===== src/rtl/mem_ctrl_pkg.sv =====
// Shared definitions for the load/store sequencer: size codes, FSM states and the
// access legality check.
package mem_ctrl_pkg;

    localparam logic [1:0] SIZE_B = 2'b00;
    localparam logic [1:0] SIZE_H = 2'b01;
    localparam logic [1:0] SIZE_W = 2'b10;
    localparam logic [1:0] SIZE_X = 2'b11;

    typedef enum logic [1:0] {
        StIdle = 2'd0,
        StRd   = 2'd1,
        StWr   = 2'd2,
        StDone = 2'd3
    } state_e;

    // Request fields latched at acceptance so a pipeline flush cannot corrupt
    // an access already in flight.
    typedef struct packed {
        logic        we;
        logic [1:0]  size;
        logic        sgn;
        logic [1:0]  off;
        logic [31:0] wdata;
    } req_t;

    function automatic logic [2:0] size_bytes(input logic [1:0] size);
        case (size)
            SIZE_B:  return 3'd1;
            SIZE_H:  return 3'd2;
            default: return 3'd4;
        endcase
    endfunction

    // Misaligned, illegal size, or any byte past the end of memory.
    function automatic logic access_err(input logic [1:0]  size,
                                        input logic [31:0] addr,
                                        input int unsigned mem_bytes);
        logic [32:0] end_addr;
        logic        bad;
        end_addr = {1'b0, addr} + {30'd0, size_bytes(size)};
        case (size)
            SIZE_X:  bad = 1'b1;
            SIZE_H:  bad = addr[0];
            SIZE_W:  bad = |addr[1:0];
            default: bad = 1'b0;
        endcase
        return bad || (end_addr > {1'b0, mem_bytes});
    endfunction

endpackage


===== src/rtl/mem_access_ctrl_if.sv =====
// Request/response handshake with the MEM stage plus the data-memory port.
interface mem_access_ctrl_if;
    logic        req_valid;
    logic        req_we;
    logic [1:0]  req_size;
    logic        req_signed;
    logic [31:0] req_addr;
    logic [31:0] req_wdata;
    logic        stall_o;
    logic        resp_valid;
    logic [31:0] resp_rdata;
    logic        err_o;
    logic        mem_ce;
    logic        mem_we;
    logic [31:0] mem_addr;
    logic [31:0] mem_wdata;
    logic [31:0] mem_rdata;

    // Pipeline side plus memory model: drives requests and read data.
    modport master (
        output req_valid, req_we, req_size, req_signed, req_addr, req_wdata, mem_rdata,
        input  stall_o, resp_valid, resp_rdata, err_o, mem_ce, mem_we, mem_addr, mem_wdata
    );

    // Sequencer side.
    modport slave (
        input  req_valid, req_we, req_size, req_signed, req_addr, req_wdata, mem_rdata,
        output stall_o, resp_valid, resp_rdata, err_o, mem_ce, mem_we, mem_addr, mem_wdata
    );
endinterface


===== src/rtl/mem_lane_align.sv =====
// Little-endian lane handling: extracts/extends load data from a memory word and
// merges sub-word store data into a word for read-modify-write.
module mem_lane_align
    import mem_ctrl_pkg::*;
(
    input  logic [31:0] word_i,
    input  logic [31:0] wdata_i,
    input  logic [1:0]  offset_i,
    input  logic [1:0]  size_i,
    input  logic        signed_i,
    output logic [31:0] load_o,
    output logic [31:0] merge_o
);

    logic [4:0]  shamt;
    logic [31:0] shifted;
    logic [31:0] mask;

    assign shamt = {offset_i, 3'b000};

    // Load path: shift the addressed lane down, then extend.
    always_comb begin
        shifted = word_i >> shamt;
        case (size_i)
            SIZE_B:  load_o = {{24{signed_i & shifted[7]}}, shifted[7:0]};
            SIZE_H:  load_o = {{16{signed_i & shifted[15]}}, shifted[15:0]};
            default: load_o = word_i;
        endcase
    end

    // Store path: replace only the addressed lanes of the old word.
    always_comb begin
        case (size_i)
            SIZE_B:  mask = 32'h0000_00ff;
            SIZE_H:  mask = 32'h0000_ffff;
            default: mask = 32'hffff_ffff;
        endcase
        merge_o = (word_i & ~(mask << shamt)) | ((wdata_i & mask) << shamt);
    end

endmodule


===== src/rtl/mem_access_ctrl.sv =====
// Load/store sequencer between the MEM stage and a byte-addressed data memory.
// Sub-word stores go through a read-modify-write of the aligned word.
module mem_access_ctrl
    import mem_ctrl_pkg::*;
#(
    parameter int unsigned MEM_BYTES = 1024
) (
    input  logic             clk,
    input  logic             rst_n,
    mem_access_ctrl_if.slave bus
);

    state_e      state_q, state_d;
    req_t        req_q, req_d;
    logic        resp_valid_q, resp_valid_d;
    logic [31:0] resp_rdata_q, resp_rdata_d;
    logic        err_q, err_d;
    logic        mem_ce_q, mem_ce_d;
    logic        mem_we_q, mem_we_d;
    logic [31:0] mem_addr_q, mem_addr_d;
    logic [31:0] mem_wdata_q, mem_wdata_d;

    logic [31:0] load_data;
    logic [31:0] merge_data;

    mem_lane_align u_align (
        .word_i   (bus.mem_rdata),
        .wdata_i  (req_q.wdata),
        .offset_i (req_q.off),
        .size_i   (req_q.size),
        .signed_i (req_q.sgn),
        .load_o   (load_data),
        .merge_o  (merge_data)
    );

    // Next state and next values of all registered outputs.
    always_comb begin
        state_d      = state_q;
        req_d        = req_q;
        resp_valid_d = 1'b0;
        resp_rdata_d = '0;
        err_d        = 1'b0;
        mem_ce_d     = 1'b0;
        mem_we_d     = 1'b0;
        mem_addr_d   = mem_addr_q;
        mem_wdata_d  = mem_wdata_q;

        unique case (state_q)
            StIdle: begin
                if (bus.req_valid) begin
                    req_d = '{we: bus.req_we, size: bus.req_size, sgn: bus.req_signed,
                              off: bus.req_addr[1:0], wdata: bus.req_wdata};
                    if (access_err(bus.req_size, bus.req_addr, MEM_BYTES)) begin
                        state_d      = StDone;
                        resp_valid_d = 1'b1;
                        err_d        = 1'b1;
                    end else begin
                        mem_addr_d = {bus.req_addr[31:2], 2'b00};
                        mem_ce_d   = 1'b1;
                        if (bus.req_we && bus.req_size == SIZE_W) begin
                            state_d     = StWr;
                            mem_we_d    = 1'b1;
                            mem_wdata_d = bus.req_wdata;
                        end else begin
                            state_d = StRd;
                        end
                    end
                end
            end
            StRd: begin
                if (req_q.we) begin
                    state_d     = StWr;
                    mem_ce_d    = 1'b1;
                    mem_we_d    = 1'b1;
                    mem_wdata_d = merge_data;
                end else begin
                    state_d      = StDone;
                    resp_valid_d = 1'b1;
                    resp_rdata_d = load_data;
                end
            end
            StWr: begin
                state_d      = StDone;
                resp_valid_d = 1'b1;
            end
            StDone: begin
                state_d = StIdle;
            end
            default: state_d = StIdle;
        endcase
    end

    // State and output registers with synchronous active-low reset.
    always_ff @(posedge clk) begin
        if (!rst_n) begin
            state_q      <= StIdle;
            req_q        <= '0;
            resp_valid_q <= 1'b0;
            resp_rdata_q <= '0;
            err_q        <= 1'b0;
            mem_ce_q     <= 1'b0;
            mem_we_q     <= 1'b0;
            mem_addr_q   <= '0;
            mem_wdata_q  <= '0;
        end else begin
            state_q      <= state_d;
            req_q        <= req_d;
            resp_valid_q <= resp_valid_d;
            resp_rdata_q <= resp_rdata_d;
            err_q        <= err_d;
            mem_ce_q     <= mem_ce_d;
            mem_we_q     <= mem_we_d;
            mem_addr_q   <= mem_addr_d;
            mem_wdata_q  <= mem_wdata_d;
        end
    end

    // Stall is released in DONE so the pipeline advances exactly once per access.
    assign bus.stall_o    = (state_q != StDone) && (bus.req_valid || state_q != StIdle);
    assign bus.resp_valid = resp_valid_q;
    assign bus.resp_rdata = resp_rdata_q;
    assign bus.err_o      = err_q;
    assign bus.mem_ce     = mem_ce_q;
    assign bus.mem_we     = mem_we_q;
    assign bus.mem_addr   = mem_addr_q;
    assign bus.mem_wdata  = mem_wdata_q;

endmodule


===== src/flat_wrapper.sv =====
// flat-port wrapper written by rule: the top's interface ports become plain ports
module mem_access_ctrl_flat import mem_ctrl_pkg::*;
#(
    parameter int unsigned MEM_BYTES = 1024
)
  (clk, rst_n, bus_req_valid, bus_req_we, bus_req_size, bus_req_signed, bus_req_addr, bus_req_wdata, bus_mem_rdata, bus_stall_o, bus_resp_valid, bus_resp_rdata, bus_err_o, bus_mem_ce, bus_mem_we, bus_mem_addr, bus_mem_wdata);
  mem_access_ctrl_if bus_i ();
  input  logic clk;
  input  logic rst_n;
  input wire logic [$bits(bus_i.req_valid)-1:0] bus_req_valid;
  input wire logic [$bits(bus_i.req_we)-1:0] bus_req_we;
  input wire logic [$bits(bus_i.req_size)-1:0] bus_req_size;
  input wire logic [$bits(bus_i.req_signed)-1:0] bus_req_signed;
  input wire logic [$bits(bus_i.req_addr)-1:0] bus_req_addr;
  input wire logic [$bits(bus_i.req_wdata)-1:0] bus_req_wdata;
  input wire logic [$bits(bus_i.mem_rdata)-1:0] bus_mem_rdata;
  output wire logic [$bits(bus_i.stall_o)-1:0] bus_stall_o;
  output wire logic [$bits(bus_i.resp_valid)-1:0] bus_resp_valid;
  output wire logic [$bits(bus_i.resp_rdata)-1:0] bus_resp_rdata;
  output wire logic [$bits(bus_i.err_o)-1:0] bus_err_o;
  output wire logic [$bits(bus_i.mem_ce)-1:0] bus_mem_ce;
  output wire logic [$bits(bus_i.mem_we)-1:0] bus_mem_we;
  output wire logic [$bits(bus_i.mem_addr)-1:0] bus_mem_addr;
  output wire logic [$bits(bus_i.mem_wdata)-1:0] bus_mem_wdata;
  assign bus_i.req_valid = bus_req_valid;
  assign bus_i.req_we = bus_req_we;
  assign bus_i.req_size = bus_req_size;
  assign bus_i.req_signed = bus_req_signed;
  assign bus_i.req_addr = bus_req_addr;
  assign bus_i.req_wdata = bus_req_wdata;
  assign bus_i.mem_rdata = bus_mem_rdata;
  assign bus_stall_o = bus_i.stall_o;
  assign bus_resp_valid = bus_i.resp_valid;
  assign bus_resp_rdata = bus_i.resp_rdata;
  assign bus_err_o = bus_i.err_o;
  assign bus_mem_ce = bus_i.mem_ce;
  assign bus_mem_we = bus_i.mem_we;
  assign bus_mem_addr = bus_i.mem_addr;
  assign bus_mem_wdata = bus_i.mem_wdata;
  mem_access_ctrl #(.MEM_BYTES(MEM_BYTES)) u_core (.clk(clk), .rst_n(rst_n), .bus(bus_i));
endmodule

===== config.mk =====
export PLATFORM = sky130hd
export DESIGN_NAME = mem_access_ctrl_flat
export DESIGN_NICKNAME = d
export VERILOG_FILES = /design/src/rtl/mem_ctrl_pkg.sv /design/src/rtl/mem_access_ctrl_if.sv /design/src/rtl/mem_lane_align.sv /design/src/rtl/mem_access_ctrl.sv /design/src/flat_wrapper.sv
export SDC_FILE = /design/constraint.sdc
export NUM_CORES = 1
export LEC_CHECK = 0
export CAP_MARGIN = 20
export CORE_MARGIN = 4
export CORE_UTILIZATION = 35
export DETAILED_ROUTE_END_ITERATION = 16
export SLEW_MARGIN = 10
export SYNTH_ARGS = -nofsm -noshare
export SYNTH_HDL_FRONTEND = slang
export SYNTH_SLANG_ARGS = --single-unit

===== constraint.sdc =====
create_clock -name clk -period 3.7 [get_ports clk]
set_clock_uncertainty 0.2 [all_clocks]
set_input_delay 0.925 -clock clk [delete_from_list [all_inputs] [get_ports clk]]
set_output_delay 0.925 -clock clk [all_outputs]
set_load 0.03 [all_outputs]

==> key figures <==
Setup path
  – Worst R2R Path Depth: 7
  – RR Endpoint: u_core.bus.mem_wdata[29]$_SDFFE_PN0P_
  – Required @ worst endpoint: 3.79 ns
  – CP Data Arrival Time: 3.81 ns
  – Crit path max fanout: 6
  – CP Launch Point: bus_req_addr[2]
  – R2R setup slack: 1.22 ns
  – Worst r2r src: u_core.req_q[33]$_SDFFE_PN0P_
  – Crit Path Class: in2reg
  – Startpoint Class: input pin
  – Worst setup path end: u_core.bus.mem_wdata[5]$_SDFFE_PN0P_
  – CP endpoint kind: flop

Place
  – Final HPWL DP: between 15,000 and 20,000 um
  – Gpl congestion: 0.928
  – DP Area: 9950 um2
  – I/O Buffers: ~200

Detailed routing
  – Routed len/inst: between 15 and 20 um
  – Detailed Route Iter0 Violations: 635
  – Detailed Routing Iterations Pass 1: 8
  – Residual DRC: 0
  – Vias per cell: 5.36
  – DRT antenna net count: 0
  – Routed vias: between 7,000 and 8,000
  – Post-Route WL: 26,000 um

STA
  – Setup WS post-layout: -0.0191 ns
  – Fin Setup TNS: -0.156 ns
  – Minimum clock period: 3.72 ns
  – Hold_ws: 0.259 ns
  – RSZ-0062 raised after global routing: true
  – Final Hold Vio Count: 0
  – Max Clock Freq: between 200 and 300 MHz
  – Final setup viols: 20
  – Slew headroom: around 46%
  – Tcrit/Tclk final: 101%
  – Worst slew pin tran: around 0.8 ns
  – Max Slew Vio Count: 0

Synthesis
  – Main synth FF type: dfxtp_1
  – Yosys warns: 0
  – Post-synth EDFFs: 0
  – Mapped Area: around 7000 um2
  – Synth cell types: 61
  – Asr flop ratio synth: 0%
  – Gate Count Post-Synth: between 800 and 900
  – Yosys reg bits: approximately 140
  – Sequential share of the synthesized area: 38.6%
  – Post-synthesis average cell area: around 8.0 um2

Global routing
  – Global-route usage over all layers: 21.8%
  – Largest net degree at the start of global routing: 59
  – GRT Residual Overflow: 0
  – Vias in the first global route: 7,080
  – Initial antenna violation count: 0
  – First-pass GRT wire length: 38,900 um

Power and ir drop
  – Pwr dens: 454 nW/um2
  – Leak: slightly above 4 nW
  – Tot Pwr: roughly 5.0 mW
  – Peak VDD IR: 0.302 mV

Clock network
  – Clk root buf: clkbuf_16
  – Clock Latency Late Sink: 0.42 ns
  – Number of hold buffers added after cts: 0
  – Clock sinks: around 140
  – Clock-pin slew on the worst setup and hold paths: about 0.06 ns
  – CTS tree: built
  – Total CTS buffers: 17
  – Htree depth: 4
  – Max clock buf depth: 2

Final layout
  – Non-Filler Cell Area, Final: 10,900 um2
  – Antenna fix cells: 0
  – Sequential Area: around 2800 um2
  – Combined area of the multi-input logic cells: 4470 um2
  – Layout area overhead: 52.9%
  – Layout filler cell count: 1,882
  – Core Util, Final: 54.2%
  – Share of layout cells above drive strength 1: 18.5%
  – Nets@finish: 1,250

Floorplanning
  – Die H: 151 um
  – Starting Density: 35.5%
  – I/O pin cnt: 204
  – Die W: 151 um
  – Core Box Area: 20,200 um2
  – Site Rows: 52
  – Die area: 22,800 um2

Outcome
  – Failing checks: negative setup slack
  – Status: finished, violations left

Min path
  – Tightest Hold Check Type: reg2reg

Run
  – Maxcap violations: 0
how the worst min path moves through the flow:
stage / start / endpoint / slack [ns] / cells past startpoint
3_5_place_dp: u_core.req_q[24]$_SDFFE_PN0P_ / u_core.req_q[24]$_SDFFE_PN0P_ / 0.25 / 2
4_1_cts: u_core.req_q[27]$_SDFFE_PN0P_ / u_core.req_q[27]$_SDFFE_PN0P_ / 0.26 / 2
6_report: u_core.bus.mem_wdata[30]$_SDFFE_PN0P_ / u_core.bus.mem_wdata[30]$_SDFFE_PN0P_ / 0.26 / 2
5_1_grt: u_core.bus.mem_wdata[19]$_SDFFE_PN0P_ / u_core.bus.mem_wdata[19]$_SDFFE_PN0P_ / 0.28 / 2
2_1_floorplan: u_core.req_q[24]$_SDFFE_PN0P_ / u_core.req_q[24]$_SDFFE_PN0P_ / 0.23 / 2
3_3_place_gp: u_core.req_q[24]$_SDFFE_PN0P_ / u_core.req_q[24]$_SDFFE_PN0P_ / 0.25 / 2
repair_timing:
action	CTS	global route
gates cloned	1	6
buffers inserted	2	7
pin swaps	10	45
setup endpoints to repair	68	68
gates resized for setup	25	67
placed cells by master, fill, tap and decap left out, types with 23 or more instances in the layout:
master / count
clkdlybuf4s50_1: 192
o211ai_1: 23
buf_4: 86
mux2i_1: 42
a22oi_1: 27
o21ai_0: 34
nand2_1: 198
dfxtp_1: 137
nor2_1: 28
a21oi_1: 83
cell usage after synthesis, types with 4 or more instances:
master     instances  area share [%]
nand2_1          198              10
dfxtp_1          138              39
a21oi_1           84             5.9
clkbuf_1          60             3.1
mux2i_1           42             5.9
o21ai_0           40             2.8
nor2_1            31             1.6
a22oi_1           27             2.8
and3_1            23             2.0
o211ai_1          23             2.4
nand3_1           22             1.5
mux2_2            17             2.7
nand4_1           15             1.3
nor2b_1           15             1.3
nor3_1            15             1.0
o2111ai_1         10             1.2
inv_1              9            0.47
xor2_1             9             1.1
a2111oi_0          8            0.98
a222oi_1           8             1.1
ha_1               8             1.4
a22o_1             7            0.86
o22a_1             7            0.86
a211oi_1           6            0.63
and2_1             5            0.44
a21o_1             4            0.42
a31oi_1            4            0.35
buf_1              4            0.21
through the flow:
step,std cells,setup slack (ns)
2_1_floorplan,893,-0.111
5_1_grt,1421,-0.167
3_3_place_gp,1375,-0.887
6_report,1421,-0.0191
3_5_place_dp,1375,-0.964
4_1_cts,1410,-0.0287
registers in the layout (all words and copies together) (netlist names), 2 cells and up:
| name | flops |
|---|---|
| u_core.req_q | 38 |
| u_core.bus.resp_rdata | 32 |
| u_core.bus.mem_addr | 30 |
| u_core.state_q | 2 |
| u_core.bus.mem_wdata | 32 |
cells by family (layout without fill, tap and decap cells):
| family | Yosys count | count (layout) | synth area share [%] |
|---|---|---|---|
| simple gates | 344 | 348 | 22.1 |
| compound gates | 247 | 247 | 22.8 |
| flops | 138 | 138 | 38.6 |
| buf+inv | 82 | 336 | 4.72 |
| mux | 59 | 59 | 8.55 |
| xor+xnor | 12 | 12 | 1.47 |
| fa+ha+maj | 9 | 9 | 1.68 |
| other cells | 1 | 2 | 0.0524 |
worst max-delay path, stage by stage:
cell and delay, ns:
clkdlybuf4s15_1 0.25, ha_4 0.37, a21oi_4 0.08, nor4_4 0.39, mux2_4 0.35, nor3_4 0.20
o2111ai_2 0.16, buf_4 0.19, nor4_4 0.22, buf_4 0.18, a32oi_4 0.06, buf_6 0.18
clkbuf_16 0.16, mux2i_1 0.11
where the power goes:
part / switching (mW) / internal, mW
Clock: 0.672 / 0.875
Sequential: 0.136 / 1.62
Combinational: 1.01 / 0.659
layer usage:
layer	GRT usage [%]	wire length (um)
met1	27.6	10700
met2	36.3	12700
met3	5.42	1980
met4	7.48	673
met5	0	0
layout make-up:
cell class	count	share of cell area, %
sequential	138	25.3
tap	270	3.09
timing repair buffer	294	25.5
clock buffer	19	4.05
clock inverter	13	0.881
multi-input combinational	677	40.9
inverter	10	0.343
Note: power is estimated with default switching activity, not from simulation.
